==> config.mk <==
export PLATFORM = sky130hd
export DESIGN_NAME = uart_tx_scheduler
export DESIGN_NICKNAME = d
export VERILOG_FILES = /design/src/rtl/uart_tx_scheduler.sv
export SDC_FILE = /design/constraint.sdc
export NUM_CORES = 1
export LEC_CHECK = 0
export ABC_AREA = 1
export ABC_CLOCK_PERIOD_IN_PS = 6100
export BUFFER_PORTS_ARGS = -buffer_cell sky130_fd_sc_hd__clkbuf_2
export CAP_MARGIN = 5
export CORE_UTILIZATION = 58
export CTS_CLUSTER_SIZE = 24
export DETAILED_ROUTE_END_ITERATION = 8
export PLACE_DENSITY = 0.85
export REMOVE_ABC_BUFFERS = 1
export SYNTH_ARGS = -nofsm -noshare
export SYNTH_HDL_FRONTEND = slang
export SYNTH_SLANG_ARGS = --single-unit
export TNS_END_PERCENT = 20
==> constraint.sdc <==
create_clock -name clc -period 6.1 [get_ports clc]
set_clock_uncertainty 0.1 [all_clocks]
set_input_delay 0.305 -clock clc [delete_from_list [all_inputs] [get_ports clc]]
set_output_delay 0.305 -clock clc [all_outputs]
set_load 0.02 [all_outputs]
==> src/rtl/uart_tx_scheduler.sv <==
// Round-robin arbiter sharing one 8N1 UART transmit line between N_REQ byte producers.
// The winner's byte is latched at the grant edge and serialised LSB first at CLK_DIV clocks per bit.
module uart_tx_scheduler #(
  parameter int N_REQ   = 4,
  parameter int CLK_DIV = 434,
  parameter int DATA_W  = 8,
  localparam int ID_W   = $clog2(N_REQ)
) (
  input  logic                    clc,
  input  logic                    res,
  input  logic [N_REQ-1:0]        req,
  input  logic [N_REQ*DATA_W-1:0] data,
  output logic [N_REQ-1:0]        grant,
  output logic [ID_W-1:0]         cur_id,
  output logic                    busy,
  output logic                    TX
);

  localparam int BAUD_W = $clog2(CLK_DIV);
  localparam int BIT_W  = $clog2(DATA_W);

  typedef enum logic [1:0] {
    IDLE  = 2'd0,
    START = 2'd1,
    DATA  = 2'd2,
    STOP  = 2'd3
  } state_t;

  state_t              state, state_nxt;
  logic [BAUD_W-1:0]   baud_cnt, baud_nxt;
  logic [BIT_W-1:0]    bit_cnt, bit_nxt;
  logic [DATA_W-1:0]   shreg, shreg_nxt;
  logic [ID_W-1:0]     rr_ptr, rr_nxt;
  logic [ID_W-1:0]     cur_id_nxt;
  logic [N_REQ-1:0]    grant_nxt;
  logic                busy_nxt;
  logic                tx_nxt;
  logic                bit_end;

  logic                found;
  logic [ID_W-1:0]     win;
  logic [ID_W:0]       idx;
  logic [DATA_W-1:0]   win_byte;

  // First pending request at or after the rotating pointer, wrapping past N_REQ-1.
  always_comb begin
    found = 1'b0;
    win   = '0;
    idx   = '0;
    for (int k = 0; k < N_REQ; k++) begin
      idx = {1'b0, rr_ptr} + (ID_W+1)'(k);
      if (idx >= (ID_W+1)'(N_REQ)) idx = idx - (ID_W+1)'(N_REQ);
      if (!found && req[idx[ID_W-1:0]]) begin
        found = 1'b1;
        win   = idx[ID_W-1:0];
      end
    end
  end

  always_comb begin
    win_byte = '0;
    for (int k = 0; k < N_REQ; k++) begin
      if (win == ID_W'(k)) win_byte = data[k*DATA_W +: DATA_W];
    end
  end

  assign bit_end = (baud_cnt == BAUD_W'(CLK_DIV - 1));

  always_comb begin
    state_nxt  = state;
    baud_nxt   = baud_cnt + BAUD_W'(1);
    bit_nxt    = bit_cnt;
    shreg_nxt  = shreg;
    rr_nxt     = rr_ptr;
    cur_id_nxt = cur_id;
    grant_nxt  = '0;
    busy_nxt   = busy;
    tx_nxt     = TX;
    case (state)
      IDLE: begin
        baud_nxt = '0;
        if (found) begin
          state_nxt  = START;
          shreg_nxt  = win_byte;
          cur_id_nxt = win;
          rr_nxt     = (win == ID_W'(N_REQ - 1)) ? '0 : win + ID_W'(1);
          grant_nxt  = N_REQ'(1) << win;
          busy_nxt   = 1'b1;
          tx_nxt     = 1'b0;
        end
      end
      START: begin
        if (bit_end) begin
          state_nxt = DATA;
          baud_nxt  = '0;
          bit_nxt   = '0;
          tx_nxt    = shreg[0];
          shreg_nxt = {1'b0, shreg[DATA_W-1:1]};
        end
      end
      DATA: begin
        if (bit_end) begin
          baud_nxt = '0;
          if (bit_cnt == BIT_W'(DATA_W - 1)) begin
            state_nxt = STOP;
            tx_nxt    = 1'b1;
          end else begin
            bit_nxt   = bit_cnt + BIT_W'(1);
            tx_nxt    = shreg[0];
            shreg_nxt = {1'b0, shreg[DATA_W-1:1]};
          end
        end
      end
      STOP: begin
        if (bit_end) begin
          state_nxt = IDLE;
          baud_nxt  = '0;
          busy_nxt  = 1'b0;
        end
      end
      default: begin
        state_nxt = IDLE;
        baud_nxt  = '0;
      end
    endcase
  end

  always_ff @(posedge clc or negedge res) begin
    if (!res) begin
      state    <= IDLE;
      baud_cnt <= '0;
      bit_cnt  <= '0;
      rr_ptr   <= '0;
      cur_id   <= '0;
      grant    <= '0;
      busy     <= 1'b0;
      TX       <= 1'b1;
    end else begin
      state    <= state_nxt;
      baud_cnt <= baud_nxt;
      bit_cnt  <= bit_nxt;
      rr_ptr   <= rr_nxt;
      cur_id   <= cur_id_nxt;
      grant    <= grant_nxt;
      busy     <= busy_nxt;
      TX       <= tx_nxt;
    end
  end

  // Payload shifter is pure datapath; its content is only observed after a load.
  always_ff @(posedge clc) begin
    shreg <= shreg_nxt;
  end

endmodule

==> flow_metrics.py <==
metrics = {
    "timing": {
        "setup_viol": 0,
        "finalSetupTns_ps": 0,
        "slew_viol_final": 0,
        "fmax_mhz": 331,
        "fin_crit_sh_pct": 49.5,
        "maxSlewHeadroom_pct": 59.3,
        "rsz0062_at_grt": "no",
        "worst_pin_slew_ps": 610,
        "fin_crit_ps": 3020,
        "final_hold_viol_count": 0,
    },
    "setup_path": {
        "crit_path_top_delay_cell": "dfrtp_1",
        "end_kind": "register",
        "critical_path.top_delay_family": "simple AND/OR/NAND/NOR gates",
        "regToRegSetupSlack_ps": 3080,
        "required_ps": 6180,
        "critPathLaunchType": "register",
        "crit_type": "reg2reg",
        "path_cells": "inv_2 -> nand2_1 -> nand2_1 -> o21ai_0 -> nand2_1 -> nand2_1 -> nand2_1 -> nand3_1 -> inv_1 -> ha_1 -> nor2_1 -> nand2_1 -> nand2_1 -> o211ai_1 -> a21oi_1",
        "cp_num_buf_inv": 2,
        "critPathMaxStageDelay_ps": 580,
        "arrival_ps": 3100,
        "cp_max_fo": 11,
        "crit_top_cell": "nand2_1",
    },
    "global_routing": {
        "grt_pass1_vias": 1740,
        "antenna_found_initial": 0,
        "overflow": 0,
        "grt_pass1_wl_um": 7120,
        "grt_usage_pct": 25.9,
        "grt_max_degree": 25,
    },
    "place": {
        "place_hpwl_um": 3340,
        "globalplace.congestion": 0.834,
        "dpl_cell_area_um2": 2300,
        "io_buffers": 45,
    },
    "drt": {
        "wire_per_inst_um": 12.0,
        "route.detailed.drc": 0,
        "vias_per_cell": 5.25,
        "wl_um": 4370,
        "dr.pass1.iters": 4,
        "drtAntennaViolNets": 0,
        "drt-initial-drc-count": 102,
        "via_count": 1906,
    },
    "clock_tree": {
        "cts-root-buf": "clkbuf_4",
        "clk_pin_slew_worst_paths_ps": 90,
        "cts.path.max_buffers": 2,
        "htreeDepth": 2,
        "cts_made_buffers": 5,
        "clkSinkCount": 32,
        "cts_tree": "done",
        "cts_setup_buffers": 0,
        "clock_latency_ps": 330,
    },
    "pwr": {
        "power_density_nw_per_um2": 626,
        "peakVddDrop_v": 0.000394,
        "leakage_nw": 1.26,
    },
    "synthesis": {
        "yosysSeqAreaShare_pct": 41.0,
        "ys_async_sr_fraction_pct": 75.0,
        "synth.cell_area_um2": 2060,
        "synth-main-ff-cell": "dfrtp_1",
        "synth.distinct_cells": 31,
        "ys_ff_latch": 32,
        "yosys-top-cells-area": "dfrtp_1, nand2_1, edfxtp_1",
        "syn_inst": 270,
        "synth.most_common_cell": "nand2_1",
        "yosysTopAreaCell": "dfrtp_1",
        "yosysWarnings": 0,
        "synth_common_cells": "nand2_1, a21oi_1, inv_1",
        "yosysTopAreaCellShare_pct": 28.0,
        "synth_enable_flop_cells": 8,
        "synth_area_per_cell_um2": 7.61,
    },
    "finish": {
        "drive_above_1_share_pct": 20.8,
        "n_antenna_cell": 0,
        "final_nets": 367,
        "synthToLayoutAreaGrowth_pct": 15.1,
        "final_cell_area_um2": 2370,
        "post-route-util_pct": 70.3,
        "fill_cells": 290,
    },
    "hold_path": {
        "hold_path.class": "in2reg",
    },
    "floorplanning": {
        "die_area_um2": 3790,
        "die_h_um": 61.5,
        "die_w_um": 61.5,
        "ioPinCount": 46,
        "rows": 21,
        "start_util_pct": 61.1,
        "coreArea_um2": 3360,
    },
    "outcome": {
        "status": "finished clean",
    },
    "run": {
        "drv_cap": 0,
    },
}
-- worst min-delay path: stages --
cell and delay [ps]:
clkbuf_2 70, o21ai_0 60, a21oi_1 110
-- final timing paths --
check / to / cells past startpoint / start
worst max-delay path: shreg[6]$_DFFE_PP_ / 15 / rr_ptr[0]$_DFFE_PN0P_
worst min-delay path: shreg[7]$_SDFFCE_PP0P_ / 3 / data[23]
worst max register to register: shreg[6]$_DFFE_PP_ / 15 / rr_ptr[0]$_DFFE_PN0P_
worst min register to register: TX$_DFFE_PN1P_ / 2 / TX$_DFFE_PN1P_
max in group asynchronous: grant[2]$_DFF_PN0_ / 2 / res
min in group asynchronous: baud_cnt[7]$_DFF_PN0_ / 2 / res
-- logic make-up after synthesis --
group / after synthesis / synth area share [%]
xor gates and xnor gates: 2 / 0.852
DFF: 32 / 41.0
and+or+nand+nor: 141 / 30.5
adders and majority gates: 13 / 7.91
AOI/OAI and AO/OA: 46 / 12.5
buffers and inverters: 36 / 7.30
-- power by group --
group	total [mW]	switching [mW]	internal, mW
Combinational	0.961	0.629	0.331
Clock	0.127	0.0706	0.0568
Sequential	0.393	0.0506	0.342
Total	1.48	0.751	0.730
-- state kept, by name (all words and copies together), names as in the netlist --
name and cells:
TX 1, cur_id 2, shreg 8, grant 4, state 2, bit_cnt 3
busy 1, rr_ptr 2, baud_cnt 9
-- layout make-up --
class | count | area (um^2) | share of cell area, %
clock buffer | 8 | 58.8 | 2.49
inverter | 29 | 109 | 4.60
multi-input combinational | 202 | 1060 | 44.9
sequential | 32 | 842 | 35.6
tap | 46 | 57.6 | 2.43
timing repair buffer | 46 | 235 | 9.94
-- routing by layer --
metal  part of all wire, %  GRT usage, %  vias to the layer above
met4                   1.4          11.4                        0
met3                   5.2          4.62                        8
met1                    43          31.2                      870
met2                    50          45.2                       48
met5                     0             0                        -
li1                      -             -                      980
-- placed cells by master, fill, tap and decap left out, drive strengths merged --
cell and n:
a21oi 28, nand3 18, nand2 83, and3 1, dfstp 1, dlygate4sd3 1, clkbuf 53, inv 27
o211ai 7, nor3 5, dfrtp 23, xor2 1, nand3b 1, xnor2 1, nor3b 1, clkinv 2
a31oi 1, ha 13, o21ai 10, nand4 6, edfxtp 8, and2 1, nor2 25
-- metrics by stage --
step                      power (mW)  cells  hold WS (ps)  setup slack [ps]
final                           1.48    363           230              3080
after global routing            1.64    363           237              2760
after CTS                       1.49    363           214              3110
after detailed placement        1.35    354           248              3130
after global placement          1.34    354           239              3260
after floorplan                 1.14    263         -90.6              3580
-- repair_timing --
action,4_1_cts,5_1_grt
setup endpoints to repair,0,0
hold buffers,1,0
gates resized for setup,0,0
endpoints found under the hold margin,23,0
Power figures use the tool's default switching activity.
